**src/rtl/top_pkg.sv**
```systemverilog
// -----------------------------------------------------------------------------
// top_pkg
// Shared constants for the loadable counter / barrel shifter display design:
//   CNT_W      - width of the shift-amount counter (4)
//   DATA_W     - width of the data word being shifted (16)
//   SEG_BLANK  - active-low segment pattern for a dark digit
//   SEG_LUT    - hex digit to active-low {g,f,e,d,c,b,a} segment patterns
//   hex_to_seg - lookup helper around SEG_LUT
// -----------------------------------------------------------------------------
package top_pkg;

    localparam int CNT_W  = 4;
    localparam int DATA_W = 16;

    localparam logic [6:0] SEG_BLANK = 7'h7F;

    // Index is the hex value; entries are active-low gfedcba.
    localparam logic [6:0] SEG_LUT [16] = '{
        7'h40, 7'h79, 7'h24, 7'h30,
        7'h19, 7'h12, 7'h02, 7'h78,
        7'h00, 7'h10, 7'h08, 7'h03,
        7'h46, 7'h21, 7'h06, 7'h0E
    };

    function automatic logic [6:0] hex_to_seg(input logic [3:0] nib);
        return SEG_LUT[nib];
    endfunction

endpackage

```
**src/rtl/top_if.sv**
```systemverilog
// -----------------------------------------------------------------------------
// top_if
// Shift-path bundle between the counter/display logic and the barrel shifter.
//   data   - word to be shifted
//   amount - shift distance, taken from the shift-amount counter
//   result - shifted word
// Modports:
//   master - owner of data/amount, consumer of result
//   slave  - the shifter: consumes data/amount, produces result
// -----------------------------------------------------------------------------
interface top_if;
    import top_pkg::*;

    logic [DATA_W-1:0] data;
    logic [CNT_W-1:0]  amount;
    logic [DATA_W-1:0] result;

    modport master (output data, output amount, input result);
    modport slave  (input data, input amount, output result);

endinterface

```
**src/rtl/top_barrel_shifter.sv**
```systemverilog
// -----------------------------------------------------------------------------
// barrel_shifter
// Combinational 4-stage logarithmic left shifter on a 16-bit word.
// Stage k moves the word by 2**k positions when amount[k] is set.
// Ports (top_if.slave):
//   bus.data   in  16  word to shift
//   bus.amount in  4   shift distance
//   bus.result out 16  shifted word
// Configuration macro TOP_ROTATE_EN:
//   defined   - circular rotate left (bit 15 wraps into bit 0)
//   undefined - logical shift left with zero fill
// -----------------------------------------------------------------------------
module barrel_shifter
    import top_pkg::*;
(
    top_if.slave bus
);

    logic [DATA_W-1:0] w_acc;

    // NOTE: combinational logic uses blocking '=' so each stage sees the
    // previous stage's value within the same evaluation; w_acc is assigned
    // before any conditional use, so no latch is inferred.
    always_comb begin
        w_acc = bus.data;
        for (int k = 0; k < CNT_W; k++) begin
            if (bus.amount[k]) begin
`ifdef TOP_ROTATE_EN
                w_acc = (w_acc << (1 << k)) | (w_acc >> (DATA_W - (1 << k)));
`else
                w_acc = w_acc << (1 << k);
`endif
            end
        end
    end

    assign bus.result = w_acc;

endmodule

```
**src/rtl/top.sv**
```systemverilog
// -----------------------------------------------------------------------------
// top
// Loadable 4-bit shift counter paced by a clock divider; the 16-bit input word
// is shifted left by the counter value and shown as four hex digits on a
// multiplexed, active-low 8-digit seven-segment display.
// Parameters:
//   CLK  - system clocks per counter tick (>= 1)
//   SCAN - system clocks per display digit step (>= 1)
// Ports:
//   top_port_clk in  1   system clock (rising edge)
//   top_port_rst in  1   synchronous active-high reset of the whole block
//   top_clk_rst  in  1   synchronous active-high reset of the tick divider
//   top_load     in  1   level-sensitive load of the counter from top_input[3:0]
//   top_input    in  16  data word; low nibble is also the load value
//   top_port_ssd out 7   segments {g,f,e,d,c,b,a}, active-low, registered
//   top_port_an  out 8   digit enables, active-low, registered
// Configuration macro TOP_ROTATE_EN selects rotate (defined) or zero-fill
// shift (undefined) inside barrel_shifter.
// -----------------------------------------------------------------------------
module top
    import top_pkg::*;
#(
    parameter int CLK  = 100_000_000,
    parameter int SCAN = 100_000
) (
    input  logic              top_port_clk,
    input  logic              top_port_rst,
    input  logic              top_clk_rst,
    input  logic              top_load,
    input  logic [DATA_W-1:0] top_input,
    output logic [6:0]        top_port_ssd,
    output logic [7:0]        top_port_an
);

    localparam int DIV_W  = (CLK  > 1) ? $clog2(CLK)  : 1;
    localparam int SCAN_W = (SCAN > 1) ? $clog2(SCAN) : 1;
    localparam logic [DIV_W-1:0]  DIV_LAST  = DIV_W'(CLK - 1);
    localparam logic [SCAN_W-1:0] SCAN_LAST = SCAN_W'(SCAN - 1);

    logic [DIV_W-1:0]  r_div;
    logic [SCAN_W-1:0] r_scan;
    logic [1:0]        r_dig;
    logic [CNT_W-1:0]  r_cnt;
    logic [7:0]        r_an;
    logic [6:0]        r_ssd;

    logic              w_tick;
    logic [DATA_W-1:0] w_shifted;
    logic [3:0]        w_nibble;

    // A divider reset in the terminal cycle cancels that tick, so the next
    // increment is a full CLK period after the divider restart.
    assign w_tick = (r_div == DIV_LAST) && !top_clk_rst;

    // NOTE: reset here is synchronous and active-high, so it is tested inside
    // the clocked block rather than in the sensitivity list; sequential state
    // uses non-blocking '<=' so all flops update together at the edge.
    always_ff @(posedge top_port_clk) begin
        if (top_port_rst || top_clk_rst) begin
            r_div <= '0;
        end else if (r_div == DIV_LAST) begin
            r_div <= '0;
        end else begin
            r_div <= r_div + DIV_W'(1);
        end
    end

    // Load is level-sensitive and beats a coincident tick (the tick is lost).
    always_ff @(posedge top_port_clk) begin
        if (top_port_rst) begin
            r_cnt <= '0;
        end else if (top_load) begin
            r_cnt <= top_input[CNT_W-1:0];
        end else if (w_tick) begin
            r_cnt <= r_cnt + CNT_W'(1);
        end
    end

    always_ff @(posedge top_port_clk) begin
        if (top_port_rst) begin
            r_scan <= '0;
            r_dig  <= '0;
        end else if (r_scan == SCAN_LAST) begin
            r_scan <= '0;
            r_dig  <= r_dig + 2'd1;
        end else begin
            r_scan <= r_scan + SCAN_W'(1);
        end
    end

    top_if u_shift_if ();

    assign u_shift_if.data   = top_input;
    assign u_shift_if.amount = r_cnt;
    assign w_shifted         = u_shift_if.result;

    barrel_shifter u_shifter (
        .bus (u_shift_if.slave)
    );

    assign w_nibble = w_shifted[{r_dig, 2'b00} +: 4];

    // Digits 4..7 are never driven, so an[7:4] stays high.
    always_ff @(posedge top_port_clk) begin
        if (top_port_rst) begin
            r_an  <= 8'hFF;
            r_ssd <= SEG_BLANK;
        end else begin
            r_an  <= ~(8'b1 << r_dig);
            r_ssd <= hex_to_seg(w_nibble);
        end
    end

    assign top_port_an  = r_an;
    assign top_port_ssd = r_ssd;

endmodule

```
**config.mk**
```make
export PLATFORM = sky130hd
export DESIGN_NAME = top
export DESIGN_NICKNAME = d
export VERILOG_FILES = /design/src/rtl/top_pkg.sv /design/src/rtl/top_if.sv /design/src/rtl/top_barrel_shifter.sv /design/src/rtl/top.sv
export SDC_FILE = /design/constraint.sdc
export NUM_CORES = 1
export LEC_CHECK = 0
export ABC_AREA = 1
export CAP_MARGIN = 20
export CORE_UTILIZATION = 55
export DETAILED_ROUTE_END_ITERATION = 16
export GPL_ROUTABILITY_DRIVEN = 0
export PLACE_DENSITY_LB_ADDON = 0.12
export SLEW_MARGIN = 20
export SYNTH_ARGS = -nofsm -noshare
export SYNTH_HDL_FRONTEND = slang
export SYNTH_SLANG_ARGS = --single-unit
```
**constraint.sdc**
```tcl
create_clock -name top_port_clk -period 2.95 [get_ports top_port_clk]
set_input_delay 0.4425 -clock top_port_clk [delete_from_list [all_inputs] [get_ports top_port_clk]]
set_output_delay 0.4425 -clock top_port_clk [all_outputs]
set_load 0.02 [all_outputs]
```
==> impl_results.md <==
- Status: complete, no violations
- Final net count: ~660
- Global-route wire length before repair: 14.4 mm
- Min cycle time layout: roughly 2200 ps
- Leakage power: about 1.9 nW
- Die X: roughly 87 microns
- P_sw: between 0.5 and 0.6 mW
- Distinct cell type count after synthesis: 40
- CTS root buffer: clkbuf_8
- CP arrival: about 2400 ps
- Most common cell after layout, fill and taps aside: nand2_1
- Vias in the first global route: about 3300
- Main combinational cell family by area after synthesis: simple AND/OR/NAND/NOR gates
- Part of the Yosys area used for sequential elements: 30.7%
- Critical path type: reg2reg
- Via count: about 3700
- Period utilisation layout: 73.0%
- Synth Area in XOR/XNOR: between 2 and 3%
- Initial antenna violation count: 0
- Core Region: 6910 sq um
- Initial DRC count: just over 200
- Initial core utilization: 57.6%
- Startpoint Class: register
- Crit-path max FO: 12
- Switching share of power: 27.5%
- Post_cts resized: 0
- Maxcap violations: 0
- Hold_ws: around 460 ps
- Total power: approximately 1.9 mW
- Worst Setup End Kind: register
- Dpl ws: around 680 ps
- Syn_area_per_cell: between 6 and 7 sq um
- Row Count: 30
- Skew-Pair Late Insertion Delay: 350 ps
- Number of remaining DRC errors: 0
- Post-Route Setup TNS: 0 ps
- # setup viols final: 0
- Area share of and/or/nand/nor cells after synthesis: roughly 47%
- Final setup skew: around 6.7 ps
- Total congestion overflow: 0
- Clk slew on worst S/H paths: 70 ps
- Comb power frac: approximately 16%
- Maximum VDD drop: around 0.36 mV
- Avg WL per Cell: 11.9 microns
- Synth Area in Compound Gates: approximately 5.4%
- H-tree levels: 3
- Detailed Place HPWL: roughly 6.6 mm
- Fill cells: 671
- Num ports: 35
- Port buffer count: 30
- Synthesized instance count: between 500 and 600
- Adder-cell share of the synthesized area: 4.09%
- Bufs on Longest Clock Path: 2
- Worst EP required: roughly 3200 ps
- Largest net degree at the start of global routing: 28
- Cell Int Power: around 1.4 mW
- PwrDens: approximately 430 nW/um^2
- Final-report hold violation count: 0
- Synth Register Bits: 61
- Ys flop type: dfxtp_1
- Ranking of synthesized cells by area: dfxtp_1 (31%), nand2_1 (17%), nand3_1 (6.9%), nor2_1 (5.5%), inv_1 (5.4%)
- Post-CTS Setup Bufs: 0
- Clk network pwr share: 39.1%
- RSZ-0062 raised after global routing: no
- Die area: roughly 7600 sq um
- Sequential Power Share: about 45%
- Layout Area Growth over Synthesis: 13.2%
- TritonCTS Buffers: 9
- Share of cells above drive strength 1: 13.3%
- Maximum clock frequency: 0.465 GHz
- Synthesis Warnings: 0
- Final-report max-slew violation count: 0
- # hold bufs at CTS: 0
- Post-synth top area share: a little under a third
- Routed WL: ~8.6 mm
- Mux cell area share after synthesis: 0%
- Final worst slack: 798 ps
- N_diodes: 0
- DRT Pass-1 Iters: 8
- Die Ht: slightly below 90 microns
- Number of synthesized flops with an enable pin: 0
- TritonCTS clock tree: built
- Vias/cell: slightly above 5
- Placed Area: around 4300 sq um
- Detail Route Antenna Nets: 0
- Synth Cell Area: 3980 sq um
- Most frequent cells in the layout: nand2_1 (178), dfxtp_1 (61), nor2_1 (58)
- Clock sink count: roughly 60
- Synth area leader: dfxtp_1
- Reg area: roughly 1200 sq um
- Final Cell Area: 4510 sq um
- Async set or reset register ratio after synthesis: 0%
- Area of the multi-input gates: ~2400 sq um
- HP Class: reg2reg
- Tot GR Track Use: 24.3%
-- critical path: stages (launching register included) --
cell,delay [ps]
dfxtp_1,560
buf_4,260
nand2_1,90
nand2_1,70
nand2_1,40
nand3_1,100
nand2_1,90
o21ai_1,250
ha_1,250
nand3_1,150
nand2_1,100
nand2_1,50
nand3_1,80
-- cell usage after synthesis (9+ instances only) --
| master | number |
|---|---|
| a21oi_1 | 24 |
| buf_4 | 9 |
| dfxtp_1 | 61 |
| ha_1 | 13 |
| inv_1 | 57 |
| nand2_1 | 178 |
| nand2_2 | 10 |
| nand3_1 | 55 |
| nand4_1 | 11 |
| nor2_1 | 58 |
| nor3_1 | 12 |
| or2_2 | 10 |
-- layer usage --
metal	track usage, %	vias to the layer above	wire [microns]	part of all wire (%)
met5	0	-	0	0
met4	7.58	0	133	1.5
met3	6.64	16	485	5.7
met2	38.9	98	3930	46
met1	31.8	1664	4040	47
li1	-	1940	-	-
-- kinds of logic after synthesis --
logic type               Yosys count
flip-flops                        61
buffers and inverters             81
XOR/XNOR                          13
adder cells (fa/ha/maj)           13
AO/OA/AOI/OAI                     40
other                              1
AND/OR/NAND/NOR                  381
-- layout make-up --
type / instances / share of cell area [%]
multi-input combinational: 451 / 53.1
sequential: 61 / 27.1
timing repair buffer: 33 / 7.16
inverter: 66 / 5.55
clock buffer: 11 / 3.36
tap: 96 / 2.67
clock inverter: 4 / 1.06
-- registers in the layout (all words and copies together), names as in the netlist --
signal / count
r_div: 27
r_scan: 17
top_port_ssd: 7
r_cnt: 4
top_port_an: 4
r_dig: 2
-- power by group through the flow --
stage | clock, mW | sequential [mW] | combinational, mW
2_1_floorplan | 0 | 0.895 | 0.207
3_3_place_gp | 0 | 0.882 | 0.302
3_5_place_dp | 0 | 0.883 | 0.307
4_1_cts | 0.769 | 0.864 | 0.309
5_1_grt | 0.805 | 0.866 | 0.347
6_report | 0.754 | 0.865 | 0.311
-- final timing paths --
check	from	to	slack, ps	depth (start not counted)
worst min register to register	r_scan[0]$_SDFF_PP0_	r_scan[0]$_SDFF_PP0_	460	1
worst max-delay path	r_cnt[0]$_SDFFE_PP0P_	top_port_ssd[3]$_SDFF_PP1_	800	12
worst min-delay path	r_scan[0]$_SDFF_PP0_	r_scan[0]$_SDFF_PP0_	460	1
worst max register to register	r_cnt[0]$_SDFFE_PP0P_	top_port_ssd[3]$_SDFF_PP1_	800	12
-- stage by stage --
step | util (%) | instances
after floorplan | - | 593
after global placement | 62.4 | 707
after detailed placement | 62.4 | 707
after CTS | 65.2 | 722
after global routing | 65.2 | 722
final | 65.2 | 722
Power figures use the tool's default switching activity.
